===== src/rtl/buzzer_arbiter.sv =====
// Shares the single piezo buzzer pin between four priority-ranked tone patterns
// (tick, key click, alarm, success). Each pattern is generated from shared counters.
module buzzer_arbiter #(
    parameter int unsigned KEY_HALF  = 50000,
    parameter int unsigned KEY_LEN   = 10000000,
    parameter int unsigned TICK_HALF = 100000,
    parameter int unsigned TICK_LEN  = 5000000,
    parameter int unsigned FAIL_HALF = 100000,
    parameter int unsigned FAIL_GAP0 = 5000000,
    parameter int unsigned FAIL_GAP1 = 10000000,
    parameter int unsigned FAIL_LEN  = 15000000,
    parameter int unsigned OK_HALF   = 25000,
    parameter int unsigned OK_LEN    = 30000000
) (
    input  logic       clk,
    input  logic       rst,
    input  logic [3:0] req,
    input  logic       mute,
    output logic [3:0] ack,
    output logic       drop,
    output logic       busy,
    output logic [1:0] active_id,
    output logic       buzzer
);

    localparam int unsigned CNT_W = 32;

    typedef enum logic [1:0] {IDLE, PLAY, GAP} state_t;

    state_t             state_q, state_n;
    logic [CNT_W-1:0]   dur_q, dur_n;
    logic [CNT_W-1:0]   half_q, half_n;
    logic               tone_q, tone_n;
    logic [1:0]         id_n;
    logic [3:0]         ack_n;
    logic               drop_n, busy_n, buzzer_n;

    logic [1:0]         cand;
    logic               grant;
    logic [3:0]         win_oh;
    logic [CNT_W-1:0]   half_lim, len_lim;

    // State and registered outputs
    always_ff @(posedge clk or posedge rst) begin
        if (rst) begin
            state_q   <= IDLE;
            dur_q     <= '0;
            half_q    <= '0;
            tone_q    <= 1'b0;
            active_id <= 2'd0;
            ack       <= 4'd0;
            drop      <= 1'b0;
            busy      <= 1'b0;
            buzzer    <= 1'b0;
        end else begin
            state_q   <= state_n;
            dur_q     <= dur_n;
            half_q    <= half_n;
            tone_q    <= tone_n;
            active_id <= id_n;
            ack       <= ack_n;
            drop      <= drop_n;
            busy      <= busy_n;
            buzzer    <= buzzer_n;
        end
    end

    // Arbitration, tone/duration sequencing and output decode
    always_comb begin
        state_n  = state_q;
        dur_n    = dur_q;
        half_n   = half_q;
        tone_n   = tone_q;
        id_n     = active_id;
        cand     = 2'd0;
        half_lim = CNT_W'(TICK_HALF - 1);
        len_lim  = CNT_W'(TICK_LEN - 1);

        if (req[3])      cand = 2'd3;
        else if (req[2]) cand = 2'd2;
        else if (req[1]) cand = 2'd1;

        grant  = (|req) && ((state_q == IDLE) || (cand >= active_id));
        win_oh = grant ? (4'(1) << cand) : 4'd0;

        case (active_id)
            2'd1: begin half_lim = CNT_W'(KEY_HALF - 1);  len_lim = CNT_W'(KEY_LEN - 1);  end
            2'd2: begin half_lim = CNT_W'(FAIL_HALF - 1); len_lim = CNT_W'(FAIL_LEN - 1); end
            2'd3: begin half_lim = CNT_W'(OK_HALF - 1);   len_lim = CNT_W'(OK_LEN - 1);   end
            default: ;
        endcase

        if (grant) begin
            state_n = PLAY;
            id_n    = cand;
            dur_n   = '0;
            half_n  = '0;
            tone_n  = 1'b1;
        end else if (state_q != IDLE) begin
            if (half_q == half_lim) begin
                half_n = '0;
                tone_n = ~tone_q;
            end else begin
                half_n = half_q + CNT_W'(1);
            end

            if (dur_q == len_lim) begin
                state_n = IDLE;
                id_n    = 2'd0;
                dur_n   = '0;
                half_n  = '0;
                tone_n  = 1'b0;
            end else begin
                dur_n = dur_q + CNT_W'(1);
                // Alarm has a silent window in the middle; the tone keeps running through it
                if (active_id == 2'd2) begin
                    if (state_q == PLAY && dur_q == CNT_W'(FAIL_GAP0 - 1)) state_n = GAP;
                    if (state_q == GAP  && dur_q == CNT_W'(FAIL_GAP1 - 1)) state_n = PLAY;
                end
            end
        end

        ack_n    = win_oh;
        drop_n   = |(req & ~win_oh);
        busy_n   = (state_n != IDLE);
        buzzer_n = tone_n & (state_n == PLAY) & ~mute;
    end

endmodule

===== config.mk =====
export PLATFORM = sky130hd
export DESIGN_NAME = buzzer_arbiter
export DESIGN_NICKNAME = d
export VERILOG_FILES = /design/src/rtl/buzzer_arbiter.sv
export SDC_FILE = /design/constraint.sdc
export NUM_CORES = 1
export LEC_CHECK = 0
export CAP_MARGIN = 20
export CORE_MARGIN = 5
export CORE_UTILIZATION = 45
export DETAILED_ROUTE_END_ITERATION = 10
export DONT_BUFFER_PORTS = 1
export PLACE_DENSITY_LB_ADDON = 0.2
export SKIP_CTS_REPAIR_TIMING = 1
export SLEW_MARGIN = 0
export SYNTH_ARGS = -nofsm -noshare
export SYNTH_HDL_FRONTEND = slang
export SYNTH_SLANG_ARGS = --single-unit

===== constraint.sdc =====
create_clock -name clk -period 3.67 [get_ports clk]
set_input_delay 1.101 -clock clk [delete_from_list [all_inputs] [get_ports clk]]
set_output_delay 1.101 -clock clk [all_outputs]
set_load 0.05 [all_outputs]

==> results of run 1 <==
-- final cells by class --
cell class                 count  area [sq um]  area share
timing repair buffer           9          80.1      0.0164
clock inverter                 6           136      0.0279
multi-input combinational    370          2390       0.490
sequential                    76          1900       0.389
clock buffer                  10           128      0.0261
inverter                      21          82.6      0.0169
tap                          133           166      0.0341
-- power breakdown --
group / total (mW) / switching [mW] / leakage [nW] / internal [mW]
Combinational: 0.608 / 0.409 / 0.737 / 0.199
Clock: 0.851 / 0.329 / 0.127 / 0.522
Sequential: 0.986 / 0.109 / 1.03 / 0.877
Total: 2.45 / 0.847 / 1.89 / 1.60
-- final timing paths --
| path | startpoint | cells past startpoint | to | slack [ns] |
|---|---|---|---|---|
| hold / removal | half_q[1] | 2 | half_q[1] | 0.51 |
| max in group asynchronous | rst | 2 | dur_q[29] | 2.42 |
| min in group asynchronous | rst | 1 | ack[3] | 0.62 |
| setup reg to reg | active_id[1] | 9 | half_q[6] | 0.88 |
| hold reg to reg | half_q[1] | 2 | half_q[1] | 0.51 |
| setup / recovery | req[3] | 10 | half_q[6] | 0.68 |
-- critical path: cells and delay by family --
family          cells  cell delay (ns)
compound gates      4             0.79
fa+ha+maj           1             0.31
buf+inv             3             0.62
simple gates        2             0.39
-- per-layer routing --
layer / track usage / up-vias / share of wire
li1: - / 1709 / -
met1: 0.258 / 1714 / 0.48
met2: 0.275 / 92 / 0.45
met3: 0.0448 / 16 / 0.058
met4: 0.0554 / 0 / 0.017
met5: 0 / - / 0
-- state kept, by name, indices dropped and copies added, names as in the netlist --
signal and cells:
dur_q 32, half_q 32, ack 4, active_id 2, state_q 2, busy 1, buzzer 1, drop 1
tone_q 1
-- cells by family after synthesis --
kind of cell | share of synthesized area
AO/OA/AOI/OAI | 0.103
XOR/XNOR | 0.0968
adder cells (fa/ha/maj) | 0.0133
buffers and inverters | 0.0509
flip-flops | 0.420
multiplexers | 0.00442
AND/OR/NAND/NOR | 0.311
-- layout by cell type, fill, tap and decap left out, types with 3 or more instances in the layout --
| master | Yosys | final |
|---|---|---|
| a21oi_1 | 12 | 12 |
| a31oi_1 | 4 | 4 |
| and2_1 | 3 | 3 |
| and3_1 | 9 | 9 |
| and4_1 | 5 | 5 |
| buf_4 | 2 | 8 |
| bufinv_16 | 0 | 4 |
| clkbuf_8 | 1 | 9 |
| dfrtp_1 | 76 | 76 |
| ha_1 | 4 | 4 |
| inv_1 | 20 | 19 |
| nand2_1 | 40 | 40 |
| nand2b_1 | 9 | 9 |
| nand3_1 | 31 | 31 |
| nand4_1 | 16 | 16 |
| nor2_1 | 68 | 68 |
| nor2_2 | 8 | 8 |
| nor2b_1 | 6 | 6 |
| nor3_1 | 15 | 15 |
| nor3_2 | 3 | 3 |
| nor4_1 | 8 | 8 |
| nor4b_1 | 4 | 4 |
| nor4bb_1 | 4 | 4 |
| o211ai_1 | 3 | 3 |
| o21ai_0 | 8 | 8 |
| o21bai_1 | 3 | 3 |
| o22ai_1 | 7 | 7 |
| or4_1 | 3 | 3 |
| xnor2_1 | 31 | 31 |
| xor2_1 | 19 | 19 |
-- through the flow --
| step | std cells | utilization |
|---|---|---|
| after global placement | 609 | 0.473 |
| after floorplan | 486 | - |
| after detailed placement | 609 | 0.473 |
| after CTS | 625 | 0.500 |
| final | 625 | 0.500 |
| after global routing | 625 | 0.500 |
==> flow_metrics.py, run 1 <==
metrics = {
    "run_status": {
        "outcome": "complete, no violations",
    },
    "synth": {
        "yosysUniqueCellTypes": 69,
        "yosys.area.top_type": "dfrtp_1",
        "yosysSeqAreaShare": 0.420,
        "syn-cell-area_sq_um": 4520,
        "synth_top_area_share": 0.420,
        "yosysMostFrequentCell": "dfrtp_1",
        "synth-seq-cells": 76,
        "synth_edf_count": 0,
        "async_flop_share": 1.00,
        "synthFlopType": "dfrtp_1",
        "synth_area_per_cell_sq_um": 9.31,
        "netlist_top_cells_count": "dfrtp_1, nor2_1, nand2_1",
        "synthCells": 486,
        "syn-num-nets": 497,
        "yosys-top-cells-area": "dfrtp_1, xnor2_1, nor2_1, xor2_1, nand3_1",
        "ys_warn_count": 0,
    },
    "power_and_ir_drop": {
        "power.total_mw": 2.45,
        "peakVddDrop_mv": 0.258,
        "p_leak_nw": 1.89,
        "powerDensity_nw_per_um2": 500,
    },
    "cts": {
        "cts_max_level": 3,
        "cts_buffers": 9,
        "cts_buffer_depth": 2,
        "cts_tree": "built",
        "root_buffer": "clkbuf_8",
        "path_clk_slew_ns": 0.09,
        "worstSkewPairLatency_ns": 0.36,
        "cts.sinks": 76,
    },
    "timing": {
        "maxSlewViolCount": 0,
        "relSlewSlack": 0.471,
        "fmax_mhz": 334,
        "hold_ws_ns": 0.513,
        "setup_ws_ns": 0.678,
        "finalCriticalPeriod_ns": 2.99,
        "rsz0062_at_grt": "no",
        "totalNegativeSetupSlack_ns": 0,
        "setup_viol": 0,
        "hold_viol": 0,
        "worst_pin_slew_ns": 0.787,
        "finClkSkew_ns": 0.0144,
        "timing.final.crit_share": 0.815,
    },
    "routing": {
        "drtIter0Drc": 292,
        "routedWlPerCell_microns": 16.3,
        "vias_per_cell": 5.65,
        "drtPass1Iterations": 5,
        "vias": 3531,
        "drt-total-wl_mm": 10.2,
        "ant_nets": 0,
        "drc_errors": 0,
    },
    "placement": {
        "port_buffers": 0,
        "place_ws_ns": 0.318,
        "hpwl_mm": 7.31,
        "gp_congestion": 0.846,
        "place_area_sq_um": 4620,
    },
    "layout": {
        "num_antenna_cells": 0,
        "nets": 498,
        "final_layout_size_suffix_gt1_frac": 0.120,
        "syn_to_final_growth_pct": 8.02,
        "final_design_area_no_fill_sq_um": 4890,
        "fillers": 929,
    },
    "setup_path": {
        "start_kind": "input port",
        "crit_type": "in -> reg",
        "critPathMaxFanout": 27,
        "cpPeakStageDelay_ns": 0.47,
        "arrival_ns": 3.22,
        "crit_chain": "nor2_2 > inv_4 > ha_1 > a211oi_2 > a21oi_1 > a31oi_4 > buf_4 > a21oi_4 > buf_4 > nor2_1",
        "crit_top_cell": "buf_4",
        "cp_slowest_cell": "a21oi_1",
        "endpoint_kind": "register",
        "crit_required_ns": 3.90,
    },
    "grt": {
        "grt_max_degree": 51,
        "grt_pass1_vias": 3454,
        "grt.total_usage": 0.182,
        "antenna_found_initial": 0,
        "grt_pass1_wl_mm": 17.4,
        "grt_overflow": 0,
    },
    "floorplanning": {
        "num_rows": 36,
        "die-area_sq_um": 12200,
        "core_area_sq_um": 9770,
        "die_y_microns": 110,
        "io-pin-count": 16,
        "die_w_microns": 110,
        "initial_core_util": 0.463,
    },
    "job": {
        "maxCapViolations": 0,
    },
    "hold_path": {
        "worstHoldPathType": "reg -> reg",
    },
}
Power figures use the tool's default switching activity.
==> run 2, diff against run 1 <==
clock period = 2.65 ns   (was 3.67 ns; I/O delays follow)
==> run 2 against run 1 <==
Compared with the run above:
- clock power is 25% higher
- first-iteration DRC count down 45%
- critical path depth down 2
- final cell count grew 2.1%
- hold slack got worse by 0.24 ns
- clock skew decreased by 0.0068 ns
- sequential share of layout area down 0.90 points
- count of clock-buffer cells in the layout is the same
- register-to-register slack lost 0.70 ns
- total power increased by 39%
- critical endpoint is now dur_q[5]
- largest cell class unchanged
- highest routed layer unchanged
==> flow_metrics.py, run 2 (synthesis gave the netlist of run 1 again) <==
metrics = {
    "job": {
        "maxCapViolations": 0,
    },
    "floorplanning": {
        "die_w_microns": 110,
        "initial_core_util": 0.463,
        "die_y_microns": 110,
        "core_area_sq_um": 9770,
        "die-area_sq_um": 12200,
        "io-pin-count": 16,
        "num_rows": 36,
    },
    "routing": {
        "ant_nets": 0,
        "drtIter0Drc": 161,
        "vias_per_cell": 5.58,
        "drc_errors": 0,
        "drtPass1Iterations": 4,
        "routedWlPerCell_microns": 16.3,
        "vias": 3561,
        "drt-total-wl_mm": 10.4,
    },
    "timing": {
        "finalCriticalPeriod_ns": 2.47,
        "setup_viol": 0,
        "finClkSkew_ns": 0.00753,
        "maxSlewViolCount": 0,
        "worst_pin_slew_ns": 0.725,
        "relSlewSlack": 0.513,
        "fmax_mhz": 406,
        "timing.final.crit_share": 0.930,
        "rsz0062_at_grt": "no",
        "hold_viol": 0,
        "totalNegativeSetupSlack_ns": 0,
    },
    "placement": {
        "gp_congestion": 0.870,
        "place_area_sq_um": 4750,
        "port_buffers": 0,
        "hpwl_mm": 7.49,
        "dp_cells": 621,
    },
    "layout": {
        "final_layout_size_suffix_gt1_frac": 0.150,
        "fin_util": 0.512,
        "seqCellArea_sq_um": 1900,
        "layout_common_cells": "dfrtp_1, nor2_1, nand2_1",
        "final_design_area_no_fill_sq_um": 5000,
        "fin_cells": 638,
        "reg_top3": "dur_q (32), half_q (32), ack (4)",
        "nets": 511,
        "num_antenna_cells": 0,
        "fillers": 923,
        "syn_to_final_growth_pct": 10.6,
        "mostFrequentLayoutCell": "dfrtp_1",
        "multi_input_area_sq_um": 2430,
    },
    "cts": {
        "cts_buffers": 9,
        "cts_max_level": 3,
        "cts_tree": "built",
        "cts.sinks": 76,
        "path_clk_slew_ns": 0.08,
        "root_buffer": "clkbuf_8",
        "cts_buffer_depth": 2,
        "worstSkewPairLatency_ns": 0.35,
    },
    "power_and_ir_drop": {
        "powerDensity_nw_per_um2": 679,
        "switching_power_mw": 1.18,
        "p_seq_frac": 0.400,
        "p_leak_nw": 1.95,
        "p_comb_frac": 0.288,
        "clockPowerShare": 0.312,
        "swShare": 0.349,
        "peakVddDrop_mv": 0.271,
        "intPower_mw": 2.21,
        "power.total_mw": 3.40,
    },
    "setup_path": {
        "endpoint_kind": "register",
        "arrival_ns": 2.71,
        "r2r_start": "active_id[0]",
        "crit_type": "reg -> reg",
        "critPathMaxFanout": 11,
        "r2r-end": "dur_q[5]",
        "crit_required_ns": 2.89,
        "r2r_setup_slack_ns": 0.18,
        "start_kind": "register",
        "r2r_cells": 8,
    },
    "hold_path": {
        "worstHoldPathType": "in -> async",
    },
    "grt": {
        "antenna_found_initial": 0,
        "grt.total_usage": 0.184,
        "grt_pass1_vias": 3422,
        "grt_pass1_wl_mm": 17.6,
        "grt_max_degree": 64,
        "grt_overflow": 0,
    },
    "run_status": {
        "outcome": "complete, no violations",
    },
}
==> run 2: worst max-delay path by stage <==
stage,startpoint,depth (start not counted),end,slack (ns)
detailed placement,req[2],9,dur_q[5],-0.03
CTS,dur_q[0],7,active_id[1],0.03
global route,active_id[0],9,half_q[0],0.04
floorplan,req[2],10,half_q[12],-0.02
global placement,req[2],9,dur_q[5],0.07
finish,active_id[0],8,dur_q[5],0.18
==> run 2: power by group through the flow <==
| stage | Combinational, mW | Sequential, mW | Clock, mW |
|---|---|---|---|
| after detailed placement | 0.956 | 1.38 | 0 |
| final | 0.980 | 1.36 | 1.06 |
| after floorplan | 0.673 | 1.40 | 0 |
| after CTS | 0.956 | 1.36 | 1.09 |
| after global routing | 1.09 | 1.37 | 1.14 |
| after global placement | 0.949 | 1.38 | 0 |
==> run 2: final cells by class <==
cell class / count / share of cell area
clock buffers: 10 / 0.0255
clock inverters: 6 / 0.0225
inverters: 21 / 0.0170
multi-input cells: 371 / 0.485
flip-flops and latches: 76 / 0.380
well taps: 133 / 0.0333
repair buffers: 21 / 0.0365
==> run 2: metal layers <==
metal | track usage | wire, microns | part of all wire
met3 | 0.0384 | 512 | 0.049
met5 | 0 | 0 | 0
met1 | 0.281 | 5240 | 0.50
met4 | 0.0466 | 116 | 0.011
met2 | 0.263 | 4550 | 0.44
==> run 2: metrics by stage <==
stage,hold slack (ns),setup WS (ns)
2_1_floorplan,0.468,-0.0158
3_3_place_gp,0.508,0.0703
3_5_place_dp,0.515,-0.0316
4_1_cts,0.277,0.0255
5_1_grt,0.294,0.0376
6_report,0.278,0.184
==> run 2: critical path, cell delays in order (launching register included) <==
cell and delay, ns:
dfrtp_1 0.50, buf_4 0.21, ha_1 0.28, nand2b_1 0.17
a211oi_4 0.23, a21oi_2 0.08, a31oi_4 0.39, nand2_2 0.20
o311ai_1 0.30
